==> config.mk <==
export PLATFORM = sky130hd
export DESIGN_NAME = store_narrow
export DESIGN_NICKNAME = d
export VERILOG_FILES = /design/src/rtl/store_narrow.sv
export SDC_FILE = /design/constraint.sdc
export NUM_CORES = 1
export LEC_CHECK = 0
export ABC_AREA = 1
export ABC_CLOCK_PERIOD_IN_PS = 2000
export CORE_MARGIN = 2
export CORE_UTILIZATION = 45
export CTS_CLUSTER_SIZE = 30
export DETAILED_ROUTE_END_ITERATION = 12
export PLACE_DENSITY = 0.76
export SYNTH_ARGS = -nofsm -noshare
export SYNTH_HDL_FRONTEND = slang
export SYNTH_SLANG_ARGS = --single-unit
==> constraint.sdc <==
create_clock -name clk -period 2 [get_ports clk]
set_input_delay 0.2 -clock clk [delete_from_list [all_inputs] [get_ports clk]]
set_output_delay 0.2 -clock clk [all_outputs]
set_load 0.1 [all_outputs]
==> src/rtl/store_narrow.sv <==
// -----------------------------------------------------------------------------
// store_narrow
//
// Store-path narrowing unit. Takes one 32-bit store request (sw/sh/sb) from
// the memory stage and serialises it into 4/2/1 little-endian byte writes on
// a byte-wide memory port. Misaligned requests and the reserved opcode are
// rejected with a one-cycle err pulse and never reach memory.
//
// Ports
//   clk        system clock, rising edge
//   reset      synchronous, active-high reset
//   req_valid  store request present
//   req_ready  unit can accept a request this cycle (registered)
//   req_op     00 = sw, 01 = sh, 10 = sb, 11 = reserved
//   req_addr   byte address of the store
//   req_data   store data (rt)
//   mem_we     byte write strobe (registered)
//   mem_ready  memory accepts the current byte this cycle
//   mem_addr   byte address being written (registered)
//   mem_wdata  byte being written (registered)
//   done       one-cycle pulse: request completed
//   err        one-cycle pulse: request rejected
// -----------------------------------------------------------------------------
module store_narrow #(
    parameter int ADDR_W = 32
) (
    input  logic              clk,
    input  logic              reset,
    input  logic              req_valid,
    output logic              req_ready,
    input  logic [1:0]        req_op,
    input  logic [ADDR_W-1:0] req_addr,
    input  logic [31:0]       req_data,
    output logic              mem_we,
    input  logic              mem_ready,
    output logic [ADDR_W-1:0] mem_addr,
    output logic [7:0]        mem_wdata,
    output logic              done,
    output logic              err
);

    localparam logic [1:0] OP_SW = 2'b00;
    localparam logic [1:0] OP_SH = 2'b01;
    localparam logic [1:0] OP_SB = 2'b10;

    typedef enum logic {
        IDLE = 1'b0,
        SEND = 1'b1
    } state_t;

    state_t            state_reg,     state_next;
    logic [1:0]        cnt_reg,       cnt_next;
    logic [1:0]        last_reg,      last_next;
    logic [31:0]       data_reg,      data_next;
    logic              req_ready_reg, req_ready_next;
    logic              mem_we_reg,    mem_we_next;
    logic [ADDR_W-1:0] mem_addr_reg,  mem_addr_next;
    logic [7:0]        mem_wdata_reg, mem_wdata_next;
    logic              done_reg,      done_next;
    logic              err_reg,       err_next;

    // Byte lanes of the latched store data, little-endian.
    logic [7:0] data_bytes [4];

    generate
        for (genvar gi = 0; gi < 4; gi++) begin : g_lane
            assign data_bytes[gi] = data_reg[8*gi +: 8];
        end
    endgenerate

    logic       req_legal;
    logic [1:0] req_last;
    logic [1:0] cnt_inc;

    always_comb begin
        req_legal = 1'b0;
        req_last  = 2'd0;
        unique case (req_op)
            OP_SW: begin
                req_legal = (req_addr[1:0] == 2'b00);
                req_last  = 2'd3;
            end
            OP_SH: begin
                req_legal = (req_addr[0] == 1'b0);
                req_last  = 2'd1;
            end
            OP_SB: begin
                req_legal = 1'b1;
                req_last  = 2'd0;
            end
            default: begin
                req_legal = 1'b0;
                req_last  = 2'd0;
            end
        endcase
    end

    assign cnt_inc = cnt_reg + 2'd1;

    always_comb begin
        state_next     = state_reg;
        cnt_next       = cnt_reg;
        last_next      = last_reg;
        data_next      = data_reg;
        req_ready_next = req_ready_reg;
        mem_we_next    = mem_we_reg;
        mem_addr_next  = mem_addr_reg;
        mem_wdata_next = mem_wdata_reg;
        done_next      = 1'b0;
        err_next       = 1'b0;

        unique case (state_reg)
            IDLE: begin
                if (req_valid && req_ready_reg) begin
                    if (req_legal) begin
                        // First byte goes out straight from the request so
                        // that there is no bubble after accept.
                        state_next     = SEND;
                        cnt_next       = 2'd0;
                        last_next      = req_last;
                        data_next      = req_data;
                        req_ready_next = 1'b0;
                        mem_we_next    = 1'b1;
                        mem_addr_next  = req_addr;
                        mem_wdata_next = req_data[7:0];
                    end else begin
                        err_next = 1'b1;
                    end
                end
            end
            SEND: begin
                // mem_we is always high in SEND; mem_ready alone ends a byte.
                // With mem_ready low every output register simply holds.
                if (mem_ready) begin
                    if (cnt_reg == last_reg) begin
                        state_next     = IDLE;
                        mem_we_next    = 1'b0;
                        req_ready_next = 1'b1;
                        done_next      = 1'b1;
                    end else begin
                        cnt_next       = cnt_inc;
                        // Incrementing the previous address equals addr+i+1
                        // and wraps naturally at the address width.
                        mem_addr_next  = mem_addr_reg + ADDR_W'(1);
                        mem_wdata_next = data_bytes[cnt_inc];
                    end
                end
            end
            default: begin
                state_next = IDLE;
            end
        endcase
    end

    always_ff @(posedge clk) begin
        if (reset) begin
            state_reg     <= IDLE;
            cnt_reg       <= 2'd0;
            last_reg      <= 2'd0;
            data_reg      <= 32'd0;
            req_ready_reg <= 1'b1;
            mem_we_reg    <= 1'b0;
            mem_addr_reg  <= '0;
            mem_wdata_reg <= 8'd0;
            done_reg      <= 1'b0;
            err_reg       <= 1'b0;
        end else begin
            state_reg     <= state_next;
            cnt_reg       <= cnt_next;
            last_reg      <= last_next;
            data_reg      <= data_next;
            req_ready_reg <= req_ready_next;
            mem_we_reg    <= mem_we_next;
            mem_addr_reg  <= mem_addr_next;
            mem_wdata_reg <= mem_wdata_next;
            done_reg      <= done_next;
            err_reg       <= err_next;
        end
    end

    assign req_ready = req_ready_reg;
    assign mem_we    = mem_we_reg;
    assign mem_addr  = mem_addr_reg;
    assign mem_wdata = mem_wdata_reg;
    assign done      = done_reg;
    assign err       = err_reg;

endmodule
==> impl_metrics.toml, run 1 <==
[synthesis]
synthCells = 734
synth_area_leaders = "dfxtp_1, nand2_1, nor2_1, a21oi_1, o21ai_0"
synthAdderAreaFrac_pct = 0.280
netlist.area_leader.share_pct = 36.2
yosys_warnings = 0
synth_compound_area_share_pct = 15.7
async_flop_share_pct = 0
ys_seq_area_share_pct = 36.2
synthSimpleGateAreaFrac_pct = 38.7
ys.flop_type = "dfxtp_1"
synth-xor-area-share_pct = 0.391
ys_types = 32
synth_edf_count = 0
ys_ff_latch = 81
synth.most_common_cell = "nand2_1"
synthTopCellsByCount = "nand2_1, nor2_1, dfxtp_1"
synthMuxAreaShare_pct = 0.224
netlist_area_mm2 = 0.00448
yosysTopAreaCell = "dfxtp_1"
syn_nets = 805
synth_area_per_cell_um2 = 6.10
synth_top_family_by_area = "simple AND/OR/NAND/NOR gates"

[floorplan]
core_mm2 = 0.00973
io_pins = 114
initial_core_util_pct = 46.0
dieArea_mm2 = 0.0108
die_h_um = 104
dieWidth_um = 104
rows = 36

[timing]
slew_headroom_pct = 65.9
final-hold-violation-count = 0
timing.hold.ws_ns = 0.401
fin_crit_sh_pct = 89.7
fin_crit_ns = 1.79
setup_viol = 0
rsz0062_at_grt = "false"
worst_pin_slew_ns = 0.511
tns_ns = 0
slew_violations = 0
worst_slack_ns = 0.206
skew_ns = 0.00872
fmax_mhz = 558

[critical_path]
max_stage_delay_ns = 0.65
cp_slowest_cell = "dfxtp_1"
critPathCaptureType = "flip-flop"
cp-start-kind = "flip-flop"
critPathMaxFanout = 13
arrival_ns = 2.08
path_class = "reg -> reg"
worstPathCellList = "nor2_1, nor2_2, nand2_1, a21oi_1, nor2_1, a21oi_1"
cp_data_required_time_ns = 2.29

[placed_design]
placed_cell_area_mm2 = 0.00568
io_buffers = 113
dp_hpwl_um = 9520
dp_slack_ns = 0.182
gp_congestion = 0.894

[clock_network]
cts_made_buffers = 9
cts_max_path_buffers = 2
holdBufCountCts = 0
cts_tree = "done"
root_buffer = "clkbuf_8"
htreeDepth = 3
clk_pin_slew_ns = 0.09
cts_setup_buffers = 0
clk_latency_ns = 0.35
cts_resized = 0
cts_sinks = 81

[global_routing]
grt_pass1_wl_um = 22400
grt_start_max_net_pins = 63
grt-ovfl-total = 0
grt_antenna_before_repair = 0
grt-busiest-layer = "met2"
grt_use_total_pct = 24.9
met3_usage_pct = 4.78
grt_util_met1_pct = 29.7
grt_pass1_vias = 4894
use_met2_pct = 44.7

[layout]
n_antenna_cell = 0
fillers = 982
final_core_util_pct = 60.5
syn_to_final_growth_pct = 31.4
post-route-cell-area_mm2 = 0.00588
final_nets = 911
layout-drive-gt1-share_pct = 12.7

[routing]
first_iter_violations = 303
dr.pass1.iters = 5
viasPerCell = 5.16
drcViolationCount = 0
detail-route-antenna-nets = 0
wl_um = 13000
drt-wirelength-per-cell_um = 13.3
via_count = 5044

[power_and_ir_drop]
p_int_w = 0.00284
power_density_mw_per_mm2 = 812
p_clk_share_pct = 26.2
ir_drop_uv = 368
seqPwrFrac_pct = 40.4
pwr-share-comb_pct = 33.4
p_leak_nw = 2.34
swShare_pct = 40.6
power_switching_w = 0.00194

[min_path]
hp-class = "in -> reg"

[status]
status = "finished clean"

[job]
maxCapViolCount = 0
-- critical path, delay by kind of cell, from the launching register on --
| family | cells | cell delay (ns) |
|---|---|---|
| AOI/OAI and AO/OA | 2 | 0.34 |
| DFF | 1 | 0.65 |
| and+or+nand+nor | 4 | 0.76 |
-- final cells by class --
class,instances,area [µm²],share of cell area [%]
Inverter,58,218,3.70
Multi-Input combinational cell,561,2480,42.1
Sequential cell,81,1640,27.9
Clock inverter,7,77.6,1.32
Timing Repair Buffer,129,1180,20.0
Tap cell,133,166,2.83
Clock buffer,9,124,2.11
-- per-stage QoR --
step,cells,total power [W]
after floorplan,734,0.00310
after global placement,962,0.00353
after detailed placement,962,0.00356
after CTS,978,0.00480
after global routing,978,0.00500
final,978,0.00477
-- final timing paths --
kind	from	to	slack, ns	depth (start not counted)
max	cnt_reg[0]	mem_wdata[4]	0.21	6
min	req_data[2]	data_reg[2]	0.40	3
max reg2reg	cnt_reg[0]	mem_wdata[4]	0.21	6
min reg2reg	last_reg[1]	last_reg[1]	0.47	2
-- power groups by stage --
| stage | clock, W | sequential, W | combinational (W) |
|---|---|---|---|
| after floorplan | 0 | 0.00256 | 0.000533 |
| after global placement | 0 | 0.00196 | 0.00157 |
| after detailed placement | 0 | 0.00196 | 0.00160 |
| after CTS | 0.00128 | 0.00193 | 0.00160 |
| after global routing | 0.00134 | 0.00195 | 0.00171 |
| final | 0.00125 | 0.00193 | 0.00160 |
-- placed cells by master, fill, tap and decap left out, types with 2 or more instances in the layout --
cell type,n
nand2_1,197
nor2_1,144
clkdlybuf4s50_1,69
dfxtp_1,65
buf_4,57
inv_1,55
a21oi_1,54
o21ai_0,51
nand3_1,46
o21ai_1,20
nor3_1,18
dfxtp_2,16
clkbuf_8,9
a22oi_1,7
nor2_2,4
or2_2,4
buf_12,3
a21o_1,2
nand4_1,2
clkinv_1,2
clkinv_2,2
inv_6,2
-- per-layer routing --
metal,part of all wire [%],vias to the layer above
met5,0,-
met4,2.3,0
met3,5.7,27
met2,49,180
met1,43,2281
li1,-,2556
-- logic make-up (layout without fill, tap and decap cells) --
| kind of cell | after synthesis | count (layout) |
|---|---|---|
| muxes | 1 | 1 |
| adders and majority gates | 1 | 1 |
| DFF | 81 | 81 |
| xor gates and xnor gates | 2 | 2 |
| and+or+nand+nor | 422 | 422 |
| AOI/OAI and AO/OA | 135 | 135 |
| buffers and inverters | 92 | 203 |
Note: power is estimated with default switching activity, not from simulation.
==> inputs of run 2 (changes only) <==
ABC_CLOCK_PERIOD_IN_PS = 1900   (was 2000)
CORE_MARGIN = 8   (was 2)
SETUP_SLACK_MARGIN = 0.3   (was default)
clock period = 1.9 ns   (was 2 ns; I/O delays follow)
==> run 2 against run 1 <==
  * Register-to-register slack gained 0.16 ns
  * Count of clock-buffer cells in the layout grew 1
  * Cell count grew 1.0%
  * Setup slack gained 0.16 ns
  * Cell area grew 4.3%
  * Critical path type unchanged
==> impl_metrics.toml, run 2 (synthesis gave the netlist of run 1 again) <==
[status]
status = "finished clean"

[timing]
rsz0062_at_grt = "true"
slew_violations = 0
tns_ns = 0
fmax_mhz = 654
slew_headroom_pct = 80.1
fin_crit_ns = 1.53
worst_pin_slew_ns = 0.298
fin_crit_sh_pct = 80.5
final-hold-violation-count = 0
setup_viol = 0
skew_ns = 0.0119

[global_routing]
grt_use_total_pct = 21.1
grt_pass1_wl_um = 23000
grt_pass1_vias = 4969
grt-ovfl-total = 0
grt_start_max_net_pins = 63
grt_antenna_before_repair = 0

[critical_path]
reg2reg_to = "mem_addr[14]"
r2r_cells = 10
cp_num_buf_inv = 0
startpoint = "mem_addr[1]"
critPathCaptureType = "flip-flop"
cp-start-kind = "flip-flop"
cp_data_required_time_ns = 2.16
rrSetupSlack_ns = 0.37
critPathMaxFanout = 6
path_class = "reg -> reg"
worstPathCellList = "ha_4, nand2_2, nor2_2, nand2_2, nor2_4, nand2_1, nand2_1, nand3_1, nand2_1, a21oi_1"
max_stage_delay_ns = 0.38
arrival_ns = 1.79
cp_slowest_cell = "dfxtp_4"
cp_common_cell = "nand2_1"
crit_family = "simple AND/OR/NAND/NOR gates"
worstReg2RegStart = "mem_addr[1]"

[power_and_ir_drop]
ir_drop_uv = 349
power_density_mw_per_mm2 = 839
total_power_w = 0.00515
p_leak_nw = 2.41

[clock_network]
clk_pin_slew_ns = 0.09
cts_tree = "done"
root_buffer = "clkbuf_8"
cts_max_path_buffers = 2
htreeDepth = 3
cts_made_buffers = 9
cts_sinks = 81
clk_latency_ns = 0.36

[job]
maxCapViolCount = 0

[floorplan]
dieArea_mm2 = 0.0134
initial_core_util_pct = 46.0
io_pins = 114
rows = 36
dieWidth_um = 116
core_mm2 = 0.00973
die_h_um = 116

[placed_design]
io_buffers = 113
dp_hpwl_um = 10400
dpl.cell_count = 963
gp_congestion = 0.955

[routing]
drt-wirelength-per-cell_um = 14.3
via_count = 5107
drcViolationCount = 0
wl_um = 14100
first_iter_violations = 308
detail-route-antenna-nets = 0
viasPerCell = 5.17
dr.pass1.iters = 6

[layout]
syn_to_final_growth_pct = 37.0
layout-drive-gt1-share_pct = 17.4
n_antenna_cell = 0
final_cell_mix = "nand2_1, nor2_1, clkdlybuf4s50_1, buf_4"
layout_commonest_cell = "nand2_1"
stdcell_count = 988
final_nets = 921
fillers = 921

[min_path]
worstHoldPathCells = 3
hp-class = "in -> reg"
min_from = "req_data[3]"
holdPathEnd = "data_reg[3]"
[run 2: how the worst max path moves through the flow]
| stage | end | slack, ns | depth (start not counted) |
|---|---|---|---|
| floorplan | mem_addr[16] | 0.29 | 10 |
| global placement | mem_addr[3] | 0.14 | 10 |
| detailed placement | mem_wdata[6] | 0.06 | 9 |
| CTS | mem_addr[22] | 0.30 | 9 |
| global route | mem_addr[24] | 0.26 | 7 |
| finish | mem_addr[14] | 0.37 | 10 |
[run 2: metrics by stage]
| step | utilization, % | area (µm²) | hold WS, ns | setup slack, ns |
|---|---|---|---|---|
| after floorplan | - | 4610 | 0.252 | 0.293 |
| after global placement | 59.7 | 5810 | 0.455 | 0.142 |
| after detailed placement | 59.7 | 5810 | 0.456 | 0.0564 |
| final | 63.0 | 6130 | 0.393 | 0.370 |
| after global routing | 63.0 | 6130 | 0.407 | 0.257 |
| after CTS | 62.0 | 6030 | 0.384 | 0.303 |
[run 2: worst register-to-register path, delay by kind of cell (launching register included)]
family                     cells  cell delay, ns
DFF                            1            0.38
AOI/OAI and AO/OA              1            0.04
and+or+nand+nor                8            0.85
adders and majority gates      1            0.15
[run 2: what timing repair did]
action	in CTS	in global routing
gates resized for setup	3	11
setup buffers	0	9
pin swaps	0	2
hold buffers	0	0
setup endpoints to repair	18	33
[run 2: cell type report]
type	count	area, µm²	share of cell area, %
repair buffers	139	1280	20.8
clock inverters	6	72.6	1.18
well taps	133	166	2.71
clock buffers	10	138	2.24
multi-input cells	561	2550	41.5
flip-flops and latches	81	1710	27.9
inverters	58	221	3.61
[run 2: routing by layer]
metal | up-vias | global-route usage (%) | routed length (µm)
met3 | 28 | 4.69 | 1060
met2 | 199 | 36.9 | 7000
met1 | 2303 | 24.3 | 5690
met5 | - | 0 | 0
met4 | 0 | 8.73 | 329
li1 | 2577 | - | -
[run 2: report_power, final]
group	switching (W)	internal, W	total, W	leakage, nW
Combinational	0.00121	0.000530	0.00174	1.62
Clock	0.000715	0.000663	0.00138	0.106
Sequential	0.000161	0.00187	0.00203	0.683
Total	0.00208	0.00306	0.00515	2.41
==> inputs of run 3 (changes only) <==
ABC_CLOCK_PERIOD_IN_PS = 1300   (was 1900)
PLACE_DENSITY = 0.79   (was 0.76)
clock period = 1.3 ns   (was 1.9 ns; I/O delays follow)
==> run 3 against run 2 <==
  * The flow now finishes with violations (setup timing)
  * Sequential share of layout area decreased by 8.3 points
  * Setup slack lost 1.2 ns
  * Worst hold slack worse by 0.038 ns
  * Critical path type unchanged
  * Sequential cell count stayed put
  * Clock skew rose by 0.00099 ns
  * Maximum frequency decreased by 27%
  * Clock power up 59%
  * Largest cell class unchanged
  * Register-to-register slack got worse by 1.2 ns
  * Count of clock-buffer cells in the layout up 1
  * Via count increased by 42%
  * Routed wire length increased by 100%
==> impl_metrics.toml, run 3 (synthesis gave the netlist of run 1 again) <==
[status]
status = "complete, but fails checks"
violations = "setup timing"

[routing]
detail-route-antenna-nets = 0
wl_um = 28500
dr.pass1.iters = 6
via_count = 7228
viasPerCell = 6.52
drt-wirelength-per-cell_um = 25.7
first_iter_violations = 1025
drcViolationCount = 0

[power_and_ir_drop]
ir_drop_uv = 789
p_leak_nw = 3.59
power_density_mw_per_mm2 = 1070
total_power_w = 0.00972

[layout]
multiInputGateArea_mm2 = 0.00340
final_nets = 1041
stdcell_count = 1109
ff_latch_area_mm2 = 0.00177
fillers = 327
layout_commonest_cell = "nand2_1"
syn_to_final_growth_pct = 102
final_cell_mix = "nand2_1, nor2_1, clkdlybuf4s50_1, buf_4, buf_12"
layout-drive-gt1-share_pct = 47.3
final_core_util_pct = 93.0

[timing]
worst_pin_slew_ns = 0.514
rsz0062_at_grt = "true"
setup_viol = 81
skew_ns = 0.0128
slew_violations = 0
fin_crit_sh_pct = 162
fin_crit_ns = 2.11
slew_headroom_pct = 65.6
fmax_mhz = 475
final-hold-violation-count = 0
worst_slack_ns = -0.807
tns_ns = -17.73

[clock_network]
cts_made_buffers = 9
holdBufCountCts = 0
clk_latency_ns = 0.39
htreeDepth = 3
clk_pin_slew_ns = 0.09
cts_sinks = 81
root_buffer = "clkbuf_8"
cts_max_path_buffers = 2
cts_tree = "done"

[placed_design]
dp_hpwl_um = 11700
dp_slack_ns = -0.524
dpl.cell_count = 1030
gp_congestion = 1.00
io_buffers = 113

[critical_path]
cp_num_buf_inv = 0
crit_family = "simple AND/OR/NAND/NOR gates"
critPathMaxFanout = 4
max_stage_delay_ns = 0.43
critPathCaptureType = "flip-flop"
cp_data_required_time_ns = 1.61
arrival_ns = 2.41
path_class = "reg -> reg"
cp_slowest_cell = "nor2_1"
cp_common_cell = "nand2_1"
cp-start-kind = "flip-flop"
worstPathCellList = "ha_4, nand2_4, nor2_4, nand3_4, nor2_1, nand2_1, nand3_1, nand2_1, a21oi_2"

[floorplan]
initial_core_util_pct = 46.0
dieArea_mm2 = 0.0134
dieWidth_um = 116
io_pins = 114
rows = 36
die_h_um = 116
core_mm2 = 0.00973

[global_routing]
grt-ovfl-total = 0
grt_start_max_net_pins = 32
grt_use_total_pct = 29.2
grt_antenna_before_repair = 0
grt_pass1_vias = 6557
grt_pass1_wl_um = 31200

[job]
maxCapViolCount = 0

[min_path]
hp-class = "in -> reg"
==> run 3: per-layer routing <==
layer / up-vias / track usage (%) / wire, µm
met5: - / 0 / 0
met4: 0 / 22.3 / 2660
met3: 291 / 6.57 / 3190
met2: 761 / 53.3 / 13600
met1: 3339 / 28.1 / 9050
li1: 2837 / - / -
==> run 3: cell type report <==
cell class	count	area share [%]
inverters	58	2.61
clock inverters	5	0.650
repair buffers	258	35.9
well taps	133	1.84
flip-flops and latches	81	19.6
clock buffers	11	1.80
diodes	1	0.0277
multi-input cells	562	37.6
==> run 3: power by group <==
part           total, W  internal [W]  switching, W
sequential      0.00305       0.00273      0.000317
combinational   0.00448       0.00189       0.00260
clock           0.00219       0.00107       0.00112
==> run 3: worst min-delay path, cell delays in order <==
cell and delay [ns]:
clkdlybuf4s50_1 0.41, inv_1 0.10, a21oi_2 0.06
==> run 3: timing repair <==
item | in CTS | in global routing
setup endpoints to repair | 125 | 125
setup buffers | 38 | 11
pin swaps | 25 | 52
gates resized for setup | 137 | 157
cloned | 8 | 5
endpoints found under the hold margin | 0 | 0
==> run 3: through the flow <==
stage / cell area (µm²) / hold WS [ns]
2_1_floorplan: 4810 / 0.189
5_1_grt: 9050 / 0.329
6_report: 9050 / 0.355
4_1_cts: 8270 / 0.319
3_3_place_gp: 7020 / 0.452
3_5_place_dp: 7020 / 0.462
==> run 3: path summary, 6_finish.rpt <==
check        cells after the start            to          from  slack [ns]
max                              9  mem_addr[18]   mem_addr[0]       -0.81
min reg2reg                      2  data_reg[17]  data_reg[17]        0.51
max reg2reg                      9  mem_addr[18]   mem_addr[0]       -0.81
min                              3   data_reg[1]   req_data[1]        0.36
